File: config.mk
export PLATFORM = sky130hd
export DESIGN_NAME = program_loader
export DESIGN_NICKNAME = d
export VERILOG_FILES = /design/src/rtl/program_loader.sv
export SDC_FILE = /design/constraint.sdc
export NUM_CORES = 1
export LEC_CHECK = 0
export CAP_MARGIN = 30
export CORE_MARGIN = 5
export CORE_UTILIZATION = 30
export CTS_CLUSTER_DIAMETER = 100
export DETAILED_ROUTE_END_ITERATION = 10
export GPL_ROUTABILITY_DRIVEN = 1
export SKIP_LAST_GASP = 1
export SYNTH_ARGS = -nofsm -noshare
export SYNTH_HDL_FRONTEND = slang
export SYNTH_SLANG_ARGS = --single-unit
File: constraint.sdc
create_clock -name clock -period 6.23 [get_ports clock]
set_input_delay 1.246 -clock clock [delete_from_list [all_inputs] [get_ports clock]]
set_output_delay 1.246 -clock clock [all_outputs]
set_load 0.01 [all_outputs]
File: src/rtl/program_loader.sv
// Nibble-serial program loader: assembles 3 strobed nibbles into one instruction
// word and writes it to a register-file program store that the CPU reads by pc.
module program_loader #(
    parameter int ADDR_BITS = 3,
    parameter int WORD_BITS = 9
) (
    input  logic                 clock,
    input  logic                 reset,
    input  logic                 load_mode,
    input  logic                 strobe,
    input  logic [3:0]           nibble,
    input  logic [ADDR_BITS-1:0] pc,
    output logic [WORD_BITS-1:0] statement,
    output logic                 cpu_hold,
    output logic [ADDR_BITS-1:0] wr_addr,
    output logic [1:0]           phase,
    output logic                 word_written,
    output logic                 prog_full,
    output logic                 format_err
);

    localparam int DEPTH = 2 ** ADDR_BITS;
    localparam logic [ADDR_BITS-1:0] LAST_ADDR = ADDR_BITS'(DEPTH - 1);

    localparam logic [1:0] PH_HI  = 2'd0;
    localparam logic [1:0] PH_MID = 2'd1;
    localparam logic [1:0] PH_LO  = 2'd2;

    logic                 r_load_q;
    logic [1:0]           r_phase;
    logic [1:0]           w_phase_next;
    logic [ADDR_BITS-1:0] r_wr_addr;
    logic                 r_hold_hi;
    logic [3:0]           r_hold_mid;
    logic                 r_word_written;
    logic                 r_prog_full;
    logic                 r_format_err;

    logic                 w_session_start;
    logic                 w_accept;
    logic                 w_take_hi;
    logic                 w_take_mid;
    logic                 w_commit;
    logic [WORD_BITS-1:0] w_commit_word;
    logic [WORD_BITS-1:0] w_words [DEPTH];

    // The start cycle swallows any strobe so a session always begins at phase 0.
    assign w_session_start = load_mode & ~r_load_q;
    assign w_accept        = strobe & load_mode & ~w_session_start;
    assign w_commit_word   = WORD_BITS'({r_hold_hi, r_hold_mid, nibble});

    always_ff @(posedge clock or posedge reset) begin
        if (reset) begin
            r_phase <= PH_HI;
        end else begin
            r_phase <= w_phase_next;
        end
    end

    // Leaving load mode drops any partial word; an illegal phase recovers to 0.
    always_comb begin
        w_phase_next = r_phase;
        if (w_session_start || !load_mode) begin
            w_phase_next = PH_HI;
        end else begin
            case (r_phase)
                PH_HI:   if (w_accept) w_phase_next = PH_MID;
                PH_MID:  if (w_accept) w_phase_next = PH_LO;
                PH_LO:   if (w_accept) w_phase_next = PH_HI;
                default: w_phase_next = PH_HI;
            endcase
        end
    end

    always_comb begin
        w_take_hi  = 1'b0;
        w_take_mid = 1'b0;
        w_commit   = 1'b0;
        if (w_accept) begin
            case (r_phase)
                PH_HI:   w_take_hi  = 1'b1;
                PH_MID:  w_take_mid = 1'b1;
                PH_LO:   w_commit   = 1'b1;
                default: ;
            endcase
        end
    end

    always_ff @(posedge clock or posedge reset) begin
        if (reset) begin
            r_load_q       <= 1'b0;
            r_wr_addr      <= '0;
            r_hold_hi      <= 1'b0;
            r_hold_mid     <= 4'd0;
            r_word_written <= 1'b0;
            r_prog_full    <= 1'b0;
            r_format_err   <= 1'b0;
        end else begin
            r_load_q       <= load_mode;
            r_word_written <= w_commit;
            if (w_session_start) begin
                r_wr_addr    <= '0;
                r_prog_full  <= 1'b0;
                r_format_err <= 1'b0;
            end else begin
                if (w_take_hi) begin
                    r_hold_hi <= nibble[0];
                    if (nibble[3:1] != 3'd0) begin
                        r_format_err <= 1'b1;
                    end
                end
                if (w_take_mid) begin
                    r_hold_mid <= nibble;
                end
                if (w_commit) begin
                    r_wr_addr <= r_wr_addr + 1'b1;
                    if (r_wr_addr == LAST_ADDR) begin
                        r_prog_full <= 1'b1;
                    end
                end
            end
        end
    end

    // One register per word so reset can clear the whole store at once.
    generate
        for (genvar gi = 0; gi < DEPTH; gi++) begin : g_word
            logic [WORD_BITS-1:0] r_word;
            always_ff @(posedge clock or posedge reset) begin
                if (reset) begin
                    r_word <= '0;
                end else if (w_commit && (r_wr_addr == ADDR_BITS'(gi))) begin
                    r_word <= w_commit_word;
                end
            end
            assign w_words[gi] = r_word;
        end
    endgenerate

    assign statement    = w_words[pc];
    assign cpu_hold     = r_load_q;
    assign wr_addr      = r_wr_addr;
    assign phase        = r_phase;
    assign word_written = r_word_written;
    assign prog_full    = r_prog_full;
    assign format_err   = r_format_err;

endmodule

==> impl_metrics.json <==
{
  "r2r.worst_path.cells": 4,
  "finClkSkew_ps": 5.05,
  "rsz0062_at_grt": "false",
  "synthDominantCellAreaShare": 0.539,
  "worst_ep_required_time_ps": 4980,
  "timing.critical_path.slowest_stage_cell": "clkdlybuf4s50_1",
  "worst_hold_path_type": "flip-flop to flip-flop",
  "die_w_um": 125,
  "postSynthCellCount": 246,
  "cts.htree.levels": 3,
  "summed_instance_area_of_the_synthesized_netlist_sq_um": 3990,
  "detail_route.first_pass.iterations": 4,
  "num_vias": 2160,
  "path_cells": "clkdlybuf4s50_1 -> mux4_1 -> mux2_2 -> clkdlybuf4s50_1",
  "gr-total-overflow": 0,
  "clock_tree.root_cell": "clkbuf_16",
  "vdd_ir_drop_max_v": 0.000119,
  "final_layout_size_suffix_gt1_frac": 0.385,
  "status": "finished clean",
  "first_iter_violations": 76,
  "detailed_place_hpwl_um": 5100,
  "cts_tree": "yes",
  "route.detailed.vias_per_inst": 4.71,
  "grt_first_pass_wirelength_um": 13000,
  "ys_top_cells_by_area": "dfrtp_1, mux2_2, mux4_1",
  "power_density_nw_per_um2": 265,
  "ys_types": 31,
  "drv_cap": 0,
  "final_critical_path_setup_slack_ps": 1490,
  "worst_pin_slew_ps": 878,
  "pre_cts_ws_ps": 1460,
  "cpPeakStageDelay_ps": 1040,
  "clock-sinks": 86,
  "finalSetupViolCount": 0,
  "max_slew_violations": 0,
  "cpLargestDelayFamily": "buffers and inverters",
  "total_switching_power_uw": 259,
  "cts_hold_repair.buffers": 0,
  "seqPwrFrac": 0.464,
  "num-fill-cells": 1282,
  "antenna_cells_inserted": 0,
  "clkSlewWorstSetupHoldPaths_ps": 50,
  "gates_resized_cts_repair": 0,
  "grt_pass1_vias": 2305,
  "finalNetCount": 295,
  "insertion_delay_ps": 330,
  "fin_setup_tns_ps": 0,
  "number_of_buffers_added_by_the_clock_tree_synthesis_step": 9,
  "synth-seq-area-share": 0.539,
  "cp_num_buf_inv": 2,
  "synth.largest_area_cell": "dfrtp_1",
  "timing.final.crit_share": 0.760,
  "gp_routability_congestion": 0.684,
  "placeableCoreArea_sq_um": 13100,
  "grt_antenna_before_repair": 0,
  "floorplan.initialDensity": 0.304,
  "hold_depth": 1,
  "synth_warnings": 0,
  "synth_nets": 263,
  "flow.area_growth_from_synthesis_pct": 20.1,
  "cp_common_cell": "clkdlybuf4s50_1",
  "max-slew-margin-rel": 0.413,
  "io_pins": 29,
  "cp_num_cells": 4,
  "maximum_clock_frequency_mhz": 211,
  "crit_arrival_ps": 3490,
  "post-cts-setup-buffers": 0,
  "top_library_cells_by_usage_in_the_layout_fill_and_taps_aside": "mux2_2, dfrtp_1, clkdlybuf4s50_1",
  "wl_um": 8000,
  "avgSynthCellArea_sq_um": 16.2,
  "crit_end_category": "output port",
  "die-height_um": 125,
  "cp_max_fo": 18,
  "power_frac_comb": 0.044,
  "ys_seq_elements": 86,
  "dieArea_sq_um": 15700,
  "grt.total_usage": 0.108,
  "numPortBuffers": 28,
  "start_kind": "primary input",
  "post-route-drc-count": 0,
  "placementRows": 42,
  "pin_count_of_the_biggest_net_entering_global_routing": 46,
  "cts_max_path_buffers": 2,
  "leakage_uw": 0.00230,
  "finalCriticalPeriod_ps": 4740,
  "post_drt_wl_per_cell_um": 17.4,
  "clock_power_share": 0.492,
  "final-hold-violation-count": 0,
  "p_sw_frac": 0.204,
  "p_int_uw": 1010,
  "critPathKind": "primary input to output port",
  "ant_nets": 0
}
-- worst register-to-register path, cell delays in order, from the launching register on --
cell and delay (ps):
dfrtp_1 430, ha_1 210, ha_1 140, and4_1 640
mux2_2 410
-- sequential cells by signal, summed over array words and instances (netlist names), 2 cells and up --
signal,cells
r_hold_mid,4
g_word.r_word,72
phase,2
wr_addr,3
-- stage by stage --
| stage | std cells | instance area, sq um | power, uW | hold slack (ps) | util |
|---|---|---|---|---|---|
| floorplan | 246 | 3990 | 628 | 472 | - |
| global placement | 443 | 4440 | 655 | 482 | 0.338 |
| detailed placement | 443 | 4440 | 656 | 480 | 0.338 |
| CTS | 459 | 4790 | 1280 | 501 | 0.365 |
| global route | 459 | 4790 | 1320 | 512 | 0.365 |
| finish | 459 | 4790 | 1270 | 498 | 0.365 |
-- Yosys cell counts, drive strengths merged --
library cell  instances
dfrtp                86
mux2                 86
mux4                 18
nor2                  8
buf                   7
ha                    6
inv                   5
nand2                 5
mux2i                 3
nand3b                3
and2                  2
and4                  2
clkbuf                2
nand2b                2
nand3                 1
nand4                 1
nand4b                1
nor2b                 1
nor3                  1
o211a                 1
o21a                  1
o22ai                 1
or3b                  1
or4                   1
xor2                  1
-- power by group through the flow --
stage / clock network [uW] / registers [uW] / logic [uW]
floorplan: 0 / 591 / 36.8
global placement: 0 / 598 / 57.0
detailed placement: 0 / 599 / 57.5
CTS: 637 / 588 / 57.6
global route: 664 / 592 / 61.5
finish: 624 / 588 / 55.8
-- layer usage --
layer / track usage / vias to the layer above / wire length [um]
met4: 0.0440 / 0 / 134
li1: - / 997 / -
met5: 0 / - / 0
met2: 0.171 / 27 / 3750
met1: 0.144 / 1121 / 3890
met3: 0.0243 / 15 / 227
-- area by class of cell --
type                            count  area [sq um]  area share
Tap cell                          176           220      0.0459
Multi-Input combinational cell    146          1760       0.366
Sequential cell                    86          2150       0.449
Inverter                            5          20.0     0.00418
Timing Repair Buffer               30           295      0.0616
Clock inverter                      3          90.1      0.0188
Clock buffer                       13           260      0.0543
-- cell families (layout without fill, tap and decap cells) --
logic type | after synthesis | after routing | share of synthesized area
adder cells (fa/ha/maj) | 6 | 6 | 0.0188
multiplexers | 107 | 107 | 0.369
flip-flops | 86 | 86 | 0.539
XOR/XNOR | 1 | 1 | 0.00219
buffers and inverters | 14 | 51 | 0.0213
AND/OR/NAND/NOR | 29 | 29 | 0.0442
AO/OA/AOI/OAI | 3 | 3 | 0.00596
-- path summary, 6_finish.rpt --
check | startpoint | to | slack (ps)
max | pc[2] | statement[8] | 1490
max in group asynchronous | reset | g_word[4].r_word[1]$_DFFE_PP0P_ | 3880
min in group asynchronous | reset | g_word[1].r_word[7]$_DFFE_PP0P_ | 1360
min | prog_full$_DFFE_PP0P_ | prog_full$_DFFE_PP0P_ | 500
max reg2reg | wr_addr[0]$_DFFE_PP0P_ | g_word[7].r_word[7]$_DFFE_PP0P_ | 4280
min reg2reg | prog_full$_DFFE_PP0P_ | prog_full$_DFFE_PP0P_ | 500
Power figures use the tool's default switching activity.
